### src/rtl/dvp_pattern_source.sv
// OV7670-style DVP emulator: pclk = clk/2, vsync/href framing and RGB444 byte
// pairs for four selectable test patterns, all state advancing on pclk falling edges.
`timescale 1ns/1ps
module dvp_pattern_source #(
    parameter int H_ACTIVE    = 320,
    parameter int V_ACTIVE    = 240,
    parameter int H_BLANK     = 144,
    parameter int VSYNC_LINES = 3,
    parameter int V_BP        = 17,
    parameter int V_FP        = 10
) (
    input  logic       clk,
    input  logic       rst,
    input  logic       enable,
    input  logic [1:0] pattern_sel,
    output logic       pclk_o,
    output logic       vsync_o,
    output logic       href_o,
    output logic [7:0] dout,
    output logic       frame_done
);
    localparam int L     = 2 * H_ACTIVE + H_BLANK;
    localparam int BAR_W = (H_ACTIVE >= 8) ? H_ACTIVE / 8 : 1;

    typedef enum logic [2:0] {IDLE, VSYNC, VBP, ACTIVE, VFP} state_t;

    state_t      r_state, w_state_nxt, w_first, w_after_vs;
    logic        r_pclk, r_vsync, r_href, r_fd;
    logic [7:0]  r_dout, w_dout_nxt;
    logic [15:0] r_bx, r_ly, w_bx_nxt, w_ly_nxt, w_lines;
    logic [1:0]  r_pat;
    logic [11:0] r_pix, w_rgb;
    logic [15:0] r_bar_cnt;
    logic [2:0]  r_bar;
    logic        w_tick, w_line_end, w_state_end, w_in_line, w_byte1;
    logic        w_start, w_frame_end, w_vsync_nxt, w_href_nxt, w_fd_nxt;

    assign w_tick      = r_pclk;
    assign w_line_end  = (r_bx == 16'(L - 1));
    assign w_state_end = w_line_end && (r_ly == w_lines - 16'd1);
    assign w_in_line   = (r_bx < 16'(2 * H_ACTIVE));
    assign w_byte1     = (r_state == ACTIVE) && w_in_line && r_bx[0];

    // Zero-length vertical regions are skipped entirely
    always_comb begin
        w_after_vs = (V_BP > 0) ? VBP : ACTIVE;
        w_first    = (VSYNC_LINES > 0) ? VSYNC : w_after_vs;
        case (r_state)
            VSYNC:   w_lines = 16'(VSYNC_LINES);
            VBP:     w_lines = 16'(V_BP);
            ACTIVE:  w_lines = 16'(V_ACTIVE);
            VFP:     w_lines = 16'(V_FP);
            default: w_lines = 16'd1;
        endcase
    end

    always_comb begin
        w_rgb = r_pix;
        case (r_pat)
            2'd0: begin
                case (r_bar)
                    3'd0: w_rgb = 12'hFFF;
                    3'd1: w_rgb = 12'hFF0;
                    3'd2: w_rgb = 12'h0FF;
                    3'd3: w_rgb = 12'h0F0;
                    3'd4: w_rgb = 12'hF0F;
                    3'd5: w_rgb = 12'hF00;
                    3'd6: w_rgb = 12'h00F;
                    3'd7: w_rgb = 12'h000;
                endcase
            end
            2'd1: w_rgb = {3{r_bx[8:5]}};
            2'd2: w_rgb = (r_bx[5] ^ r_ly[4]) ? 12'hFFF : 12'h000;
            2'd3: w_rgb = r_pix;
        endcase
    end

    always_comb begin
        w_state_nxt = r_state;
        w_bx_nxt    = w_line_end ? 16'd0 : r_bx + 16'd1;
        w_ly_nxt    = !w_line_end ? r_ly : (w_state_end ? 16'd0 : r_ly + 16'd1);
        w_vsync_nxt = 1'b0;
        w_href_nxt  = 1'b0;
        w_dout_nxt  = 8'h00;
        w_fd_nxt    = 1'b0;
        w_start     = 1'b0;
        w_frame_end = 1'b0;
        case (r_state)
            IDLE: begin
                w_bx_nxt = 16'd0;
                w_ly_nxt = 16'd0;
                w_start  = enable;
            end
            VSYNC: begin
                w_vsync_nxt = 1'b1;
                if (w_state_end) w_state_nxt = w_after_vs;
            end
            VBP: begin
                if (w_state_end) w_state_nxt = ACTIVE;
            end
            ACTIVE: begin
                w_href_nxt = w_in_line;
                if (w_in_line) w_dout_nxt = r_bx[0] ? w_rgb[7:0] : {4'h0, w_rgb[11:8]};
                if (w_state_end) begin
                    if (V_FP > 0) w_state_nxt = VFP;
                    else          w_frame_end = 1'b1;
                end
            end
            VFP: w_frame_end = w_state_end;
            default: w_state_nxt = IDLE;
        endcase
        // enable is only looked at here and in IDLE
        if (w_frame_end) begin
            w_fd_nxt    = 1'b1;
            w_start     = enable;
            w_state_nxt = IDLE;
        end
        if (w_start) w_state_nxt = w_first;
    end

    always_ff @(posedge clk or posedge rst) begin
        if (rst) begin
            r_pclk    <= 1'b0;
            r_state   <= IDLE;
            r_bx      <= 16'd0;
            r_ly      <= 16'd0;
            r_vsync   <= 1'b0;
            r_href    <= 1'b0;
            r_dout    <= 8'h00;
            r_fd      <= 1'b0;
            r_pat     <= 2'd0;
            r_pix     <= 12'd0;
            r_bar_cnt <= 16'd0;
            r_bar     <= 3'd0;
        end else begin
            r_pclk <= ~r_pclk;
            r_fd   <= 1'b0;
            if (w_tick) begin
                r_state <= w_state_nxt;
                r_bx    <= w_bx_nxt;
                r_ly    <= w_ly_nxt;
                r_vsync <= w_vsync_nxt;
                r_href  <= w_href_nxt;
                r_dout  <= w_dout_nxt;
                r_fd    <= w_fd_nxt;
                if (w_start) r_pat <= pattern_sel;
                if (w_start)      r_pix <= 12'd0;
                else if (w_byte1) r_pix <= r_pix + 12'd1;
                // Bar index tracks x without a divider
                if (w_line_end || w_start) begin
                    r_bar_cnt <= 16'd0;
                    r_bar     <= 3'd0;
                end else if (w_byte1) begin
                    if (r_bar_cnt == 16'(BAR_W - 1)) begin
                        r_bar_cnt <= 16'd0;
                        if (r_bar != 3'd7) r_bar <= r_bar + 3'd1;
                    end else begin
                        r_bar_cnt <= r_bar_cnt + 16'd1;
                    end
                end
            end
        end
    end

    assign pclk_o     = r_pclk;
    assign vsync_o    = r_vsync;
    assign href_o     = r_href;
    assign dout       = r_dout;
    assign frame_done = r_fd;

endmodule

### config.mk
export PLATFORM = sky130hd
export DESIGN_NAME = dvp_pattern_source
export DESIGN_NICKNAME = d
export VERILOG_FILES = /design/src/rtl/dvp_pattern_source.sv
export SDC_FILE = /design/constraint.sdc
export NUM_CORES = 1
export LEC_CHECK = 0
export CORE_ASPECT_RATIO = 1.75
export CORE_UTILIZATION = 60
export CTS_CLUSTER_DIAMETER = 200
export CTS_CLUSTER_SIZE = 28
export DETAILED_ROUTE_END_ITERATION = 8
export GPL_TIMING_DRIVEN = 0
export HOLD_SLACK_MARGIN = 0.05
export PLACE_DENSITY_LB_ADDON = 0.3
export SLEW_MARGIN = 5
export SYNTH_ARGS = -nofsm -noshare
export SYNTH_HDL_FRONTEND = slang
export SYNTH_SLANG_ARGS = --single-unit
### constraint.sdc
create_clock -name clk -period 3.68 [get_ports clk]
set_clock_uncertainty 0.1 [all_clocks]
set_input_delay 0.368 -clock clk [delete_from_list [all_inputs] [get_ports clk]]
set_output_delay 0.368 -clock clk [all_outputs]
set_load 0.01 [all_outputs]
After elaboration in Yosys (flattened, before gate mapping) --
Memory sizes are Yosys's and may differ from the RTL's. Cells that the tools add are included.
Word-level totals: bits in writable memories 0, ROM bits 96, logic and storage cells 88, input bits 5, flip-flop bits (word level) 80, memories 1, output and inout port bits 12, latch bits 0
Memories:
- (no name shown) | depth 8, width 12, rd ports 1, clocked after memory_dff 0, write ports 0, line 61 | case (r_bar)
Cells by class: order comparisons 1, $add $sub $neg 6, bitwise gates (word level) 2, reductions and logical operators 18, div/mod/pow operators 0, shifts and indexed selects 0, mux-type cells 33, eq/ne operators 15, multiply operators 0
Operators with widths (count):
- 16-bit two-way mux | 8
- 16-bit by 1-bit adder with 16-bit output, second input constant | 3
- 12-bit case mux with 4 select lines | 1
- 12-bit two-way mux | 3
- 8-bit case mux with 4 select lines | 1
- 3-bit two-way mux | 9
- 8-bit two-way mux | 3
- 16-bit by 10-bit equality test with 1-bit output, second input constant | 1
- 16-bit equality test | 1
- 16-bit by 6-bit equality test with 1-bit output, second input constant | 1
- 16-bit by 10-bit < comparator with 1-bit output, second input constant | 1
- 16-bit by 1-bit subtractor with 16-bit output, second input constant | 1
- 12-bit by 1-bit adder with 12-bit output, second input constant | 1
- 4-bit inequality test, second input constant | 3
- 3-bit case mux with 4 select lines | 1
- 2-bit nonzero test | 5
- 2-bit AND reduction | 4
- 1-bit two-way mux | 7
- 3-bit by 2-bit equality test with 1-bit output, second input constant | 2
- 5-bit AND reduction | 1
- 2-bit equality test, second input constant | 2
- 4-bit AND reduction | 1
- 3-bit by 1-bit adder with 3-bit output, second input constant | 1
- 3-bit by 1-bit equality test with 1-bit output, second input constant | 1
- 11 further kinds | 13

Logic depth before layout (Yosys ltp) --
Gate-level depths: netlist of run 1.
depth in word-level cells 10, gate-level depth with buffers 13, mapped depth without buffers 11

Worst setup path before layout of run 1 --
No wires, ideal clock.
path type reg-to-reg, from register r_state[2], to register r_pat[0], library setup time 0.128 ns, buffers on the path 1, stages on the path, launching flop included 13, slack 0.507 ns, period minus slack after synthesis 3.173 ns, arrival time 2.945 ns, data required time 3.452 ns, cells stage by stage dfrtp_1 -> buf_2 -> inv_1 -> nand2_1 -> a21o_1 -> ha_1 -> ha_1 -> xor2_1 -> or4_1 -> a21oi_2 -> o2111ai_4 -> a21oi_4 -> mux2_1
Between the ends: cells in the longest elaborated chain, start to end 8, elaborated cells between the ends (all ways) 13, those cells by class 1 x add/sub; 5 x eq/ne; 4 x mux; 3 x reduce/logical
RTL lines:
- start, declared | line 27 | state_t r_state, w_state_nxt, w_first, w_after_vs;
- start signal, assigned | line 139 | r_state <= w_state_nxt;
- 3-bit equality test, or another cell as far along | line 48, 88
- 8-bit case mux with 4 select lines | line 48 | case (r_state)
- 16-bit by 1-bit subtractor with 16-bit output | line 40 | assign w_state_end = w_line_end && (r_ly == w_lines - 16'd1);
- 16-bit equality test | line 40
- 1-bit logical AND | line 40
- 1-bit two-way mux
- 1-bit two-way mux (*) | line 113 | if (w_frame_end) begin
- 2-bit AND reduction (no line) (*)
- end signal, assigned | line 146 | if (w_start) r_pat <= pattern_sel;
- end, declared | line 31 | logic [1:0] r_pat;
Mark *: on every way between the ends. The rest lies on a longest branch, timed or not. A chain may end at the register's enable or synchronous reset.

Worst setup path after layout of run 1 --
from register r_state[1], to register r_pat[1]
The elaborated chain is that of the path after synthesis.

==> impl_metrics.yaml, run 1 <==
status:
  status: "finished clean"
drt:
  remaining_drc_errors: 0
  via_per_inst: 6.254
  totalWireLength_mm: 10.57
  wl_met2_mm: 5.748
  dr.pass1.iters: 5
  ant_nets: 0
  drt_iter0_drc: 405
  avgRoutedWirePerCell_um: 17.29
  wl_met3_um: 429
  top_layer_used: "met4"
  drt-met1-wl_mm: 4.097
  num_vias: 3821
worst_setup_path:
  cp-startpoint: "r_state[1]$_DFFE_PP0P_"
  end_kind: "flip-flop"
  r2r-end: "r_pat[1]$_DFFE_PP0P_"
  reg2regPathDepth: 12
  arrival_ns: 3.60
  r2r_slack_ns: 0.20
  crit_fanout: 10
  r2r-start: "r_state[1]$_DFFE_PP0P_"
  required_ns: 3.80
  cp-start-kind: "flip-flop"
  critPathKind: "flip-flop to flip-flop"
global_route:
  grt_max_degree: 61
  grt_use_total: 0.2980
  grt_overflow: 0
  grt_pass1_vias: 3743
  grt_pass1_wl_mm: 17.37
  antenna_found_initial: 0
clock_tree:
  cts_sinks: 80
  htree_levels: 3
  clock_path_buffers: 2
  cts_hold_buf: 0
  cts.clk_slew.worst_paths_ns: 0.06
  clk_latency_ns: 0.34
  numCtsBuffers: 9
  cts_tree: "built"
  root_buffer: "clkbuf_16"
pwr:
  ir_worst_vdd_v: 0.0002503
  p_leak_nw: 2.257
  pwr_density_cell_mw_per_mm2: 416.4
logic_synthesis:
  syn-num-nets: 505
  async_flop_share: 1.000
  synthesis.area_sq_mm: 0.004459
  yosys_warnings: 0
  ys_seq_area_frac: 0.4489
  netlist_instances: 492
  synthFlopType: "dfrtp_1"
  avgSynthCellArea_sq_um: 9.064
  ys_ff_latch: 80
  yosysUniqueCellTypes: 52
  synth_edf_count: 0
timing:
  min_period_ns: 3.478
  timing.slew.headroom: 0.6123
  worst_pin_slew_ns: 0.5770
  setup_violations: 0
  maxSlewViolCount: 0
  fin_crit_sh: 0.9452
  fin_tns_setup_ns: 0
  max_freq_mhz: 287.5
  hold_violations: 0
worst_hold_path:
  hp-class: "input pin to asynchronous set/reset pin"
die:
  placementRows: 41
  die_w_um: 67.17
  design.core.area_sq_mm: 0.007182
  start_util: 0.6209
  dieArea_sq_mm: 0.007795
  die_h_um: 116.0
  io_pins: 17
finish:
  final_common_cell: "dfrtp_1"
  final_cell_mix: "dfrtp_1 (80), nor2_1 (61), nand2_1 (56)"
  fill_cells: 552
  drive_gt1_frac: 0.07619
  nNetsFinal: 534
  postLayoutCellArea_sq_mm: 0.005081
  n_antenna_cell: 0
  utilization: 0.7075
  syn2layout_area_growth_pct: 13.94
placement:
  hpwl_mm: 7.479
  numPortBuffers: 16
  place_congestion: 0.9352
  place_area_sq_mm: 0.004757
flow_run:
  drv_cap: 0
[worst max path at each step]
| stage | cells after the start | slack, ns | endpoint |
|---|---|---|---|
| final | 12 | 0.20 | r_pat[1]$_DFFE_PP0P_ |
| after detailed placement | 12 | 0.15 | r_pat[1]$_DFFE_PP0P_ |
| after CTS | 12 | 0.13 | r_pat[1]$_DFFE_PP0P_ |
| after global routing | 12 | -0.007 | r_pat[1]$_DFFE_PP0P_ |
| after global placement | 2 | -0.03 | r_bx[11]$_DFFE_PP0P_ |
| after floorplan | 12 | 0.51 | r_pat[0]$_DFFE_PP0P_ |
[through the flow]
stage / setup WS, ns / hold WS (ns) / power [mW] / std cells
CTS: 0.1307 / 0.2449 / 2.119 / 610
global route: -0.006843 / 0.2670 / 2.194 / 611
global placement: -0.02605 / 0.3713 / 1.197 / 594
finish: 0.2015 / 0.2315 / 2.116 / 611
detailed placement: 0.1488 / 0.3773 / 1.211 / 595
floorplan: 0.5073 / 0.3457 / 1.145 / 492
[where the power goes]
part           total (mW)  switching, mW  internal [mW]
registers           0.980         0.0555          0.924
logic               0.217          0.131         0.0863
clock network       0.919          0.359          0.560
total                2.12          0.546           1.57
[sequential cells by signal, indices dropped and copies added (netlist names)]
signal	flops
vsync_o	1
r_bar_cnt	16
r_bar	3
r_bx	16
href_o	1
dout	8
pclk_o	1
r_ly	16
r_pat	2
r_pix	12
frame_done	1
r_state	3
[critical path, stage by stage (launching register included)]
cell and delay, ns:
dfrtp_1 0.41, buf_2 0.23, nor2_1 0.11, nand2_1 0.16, o21ai_0 0.12, ha_1 0.26, ha_1 0.22, xor2_1 0.19
or4_1 0.44, a21oi_2 0.20, o2111ai_4 0.25, a21oi_4 0.31, mux2_1 0.36
[layout make-up]
| type | instances | area, sq um | share of cell area |
|---|---|---|---|
| flip-flops and latches | 80 | 2002 | 0.3940 |
| multi-input cells | 375 | 2303 | 0.4533 |
| clock buffers | 11 | 252.7 | 0.04974 |
| well taps | 86 | 107.6 | 0.02118 |
| clock inverters | 4 | 53.80 | 0.01059 |
| plain buffers | 23 | 107.6 | 0.02118 |
| repair buffers | 19 | 202.7 | 0.03989 |
| inverters | 13 | 51.30 | 0.01010 |
[synthesized netlist by cell type, drive strengths merged (7+ instances only)]
cell	instances	area, sq um
xnor2	12	105.1
dfrtp	80	2002
xor2	26	227.7
a21oi	17	107.6
o21ai	39	195.2
nand3	15	75.07
buf	8	51.29
nor2	61	229.0
and2	8	50.05
inv	13	48.80
nand2	56	210.2
clkbuf	16	60.06
nor4	7	43.79
and4	7	61.31
ha	8	100.1
nand4	26	162.7
and3	11	68.82
nor2b	7	43.79
[layer usage]
| metal | up-vias | track usage |
|---|---|---|
| met2 | 134 | 0.5293 |
| li1 | 1810 | - |
| met1 | 1849 | 0.3389 |
| met4 | 0 | 0.1390 |
| met5 | - | 0 |
| met3 | 28 | 0.04626 |
[what timing repair did]
item | in CTS | in global routing
setup endpoints to repair | 0 | 23
resized for setup | 0 | 2
setup buffers | 0 | 2
[cell families (layout without fill, tap and decap cells)]
group,Yosys count,after routing,share of synthesized area
flops,80,80,0.4489
compound gates,97,97,0.1465
buf+inv,37,70,0.03591
mux,10,10,0.02357
fa+ha+maj,8,8,0.02245
xor+xnor,38,38,0.07464
simple gates,222,222,0.2480
No activity file was read; power rests on OpenSTA's default activity.
==> run 2: changes to the inputs <==
--- a/config.mk
+++ b/config.mk
@@ -13,7 +13,7 @@
 export GPL_TIMING_DRIVEN = 0
 export HOLD_SLACK_MARGIN = 0.05
 export PLACE_DENSITY_LB_ADDON = 0.3
-export SLEW_MARGIN = 5
+export SLEW_MARGIN = 20
 export SYNTH_ARGS = -nofsm -noshare
 export SYNTH_HDL_FRONTEND = slang
 export SYNTH_SLANG_ARGS = --single-unit
==> results of run 2 <==
Same layout as run 1: the final DEF is identical, and so are final timing and power.
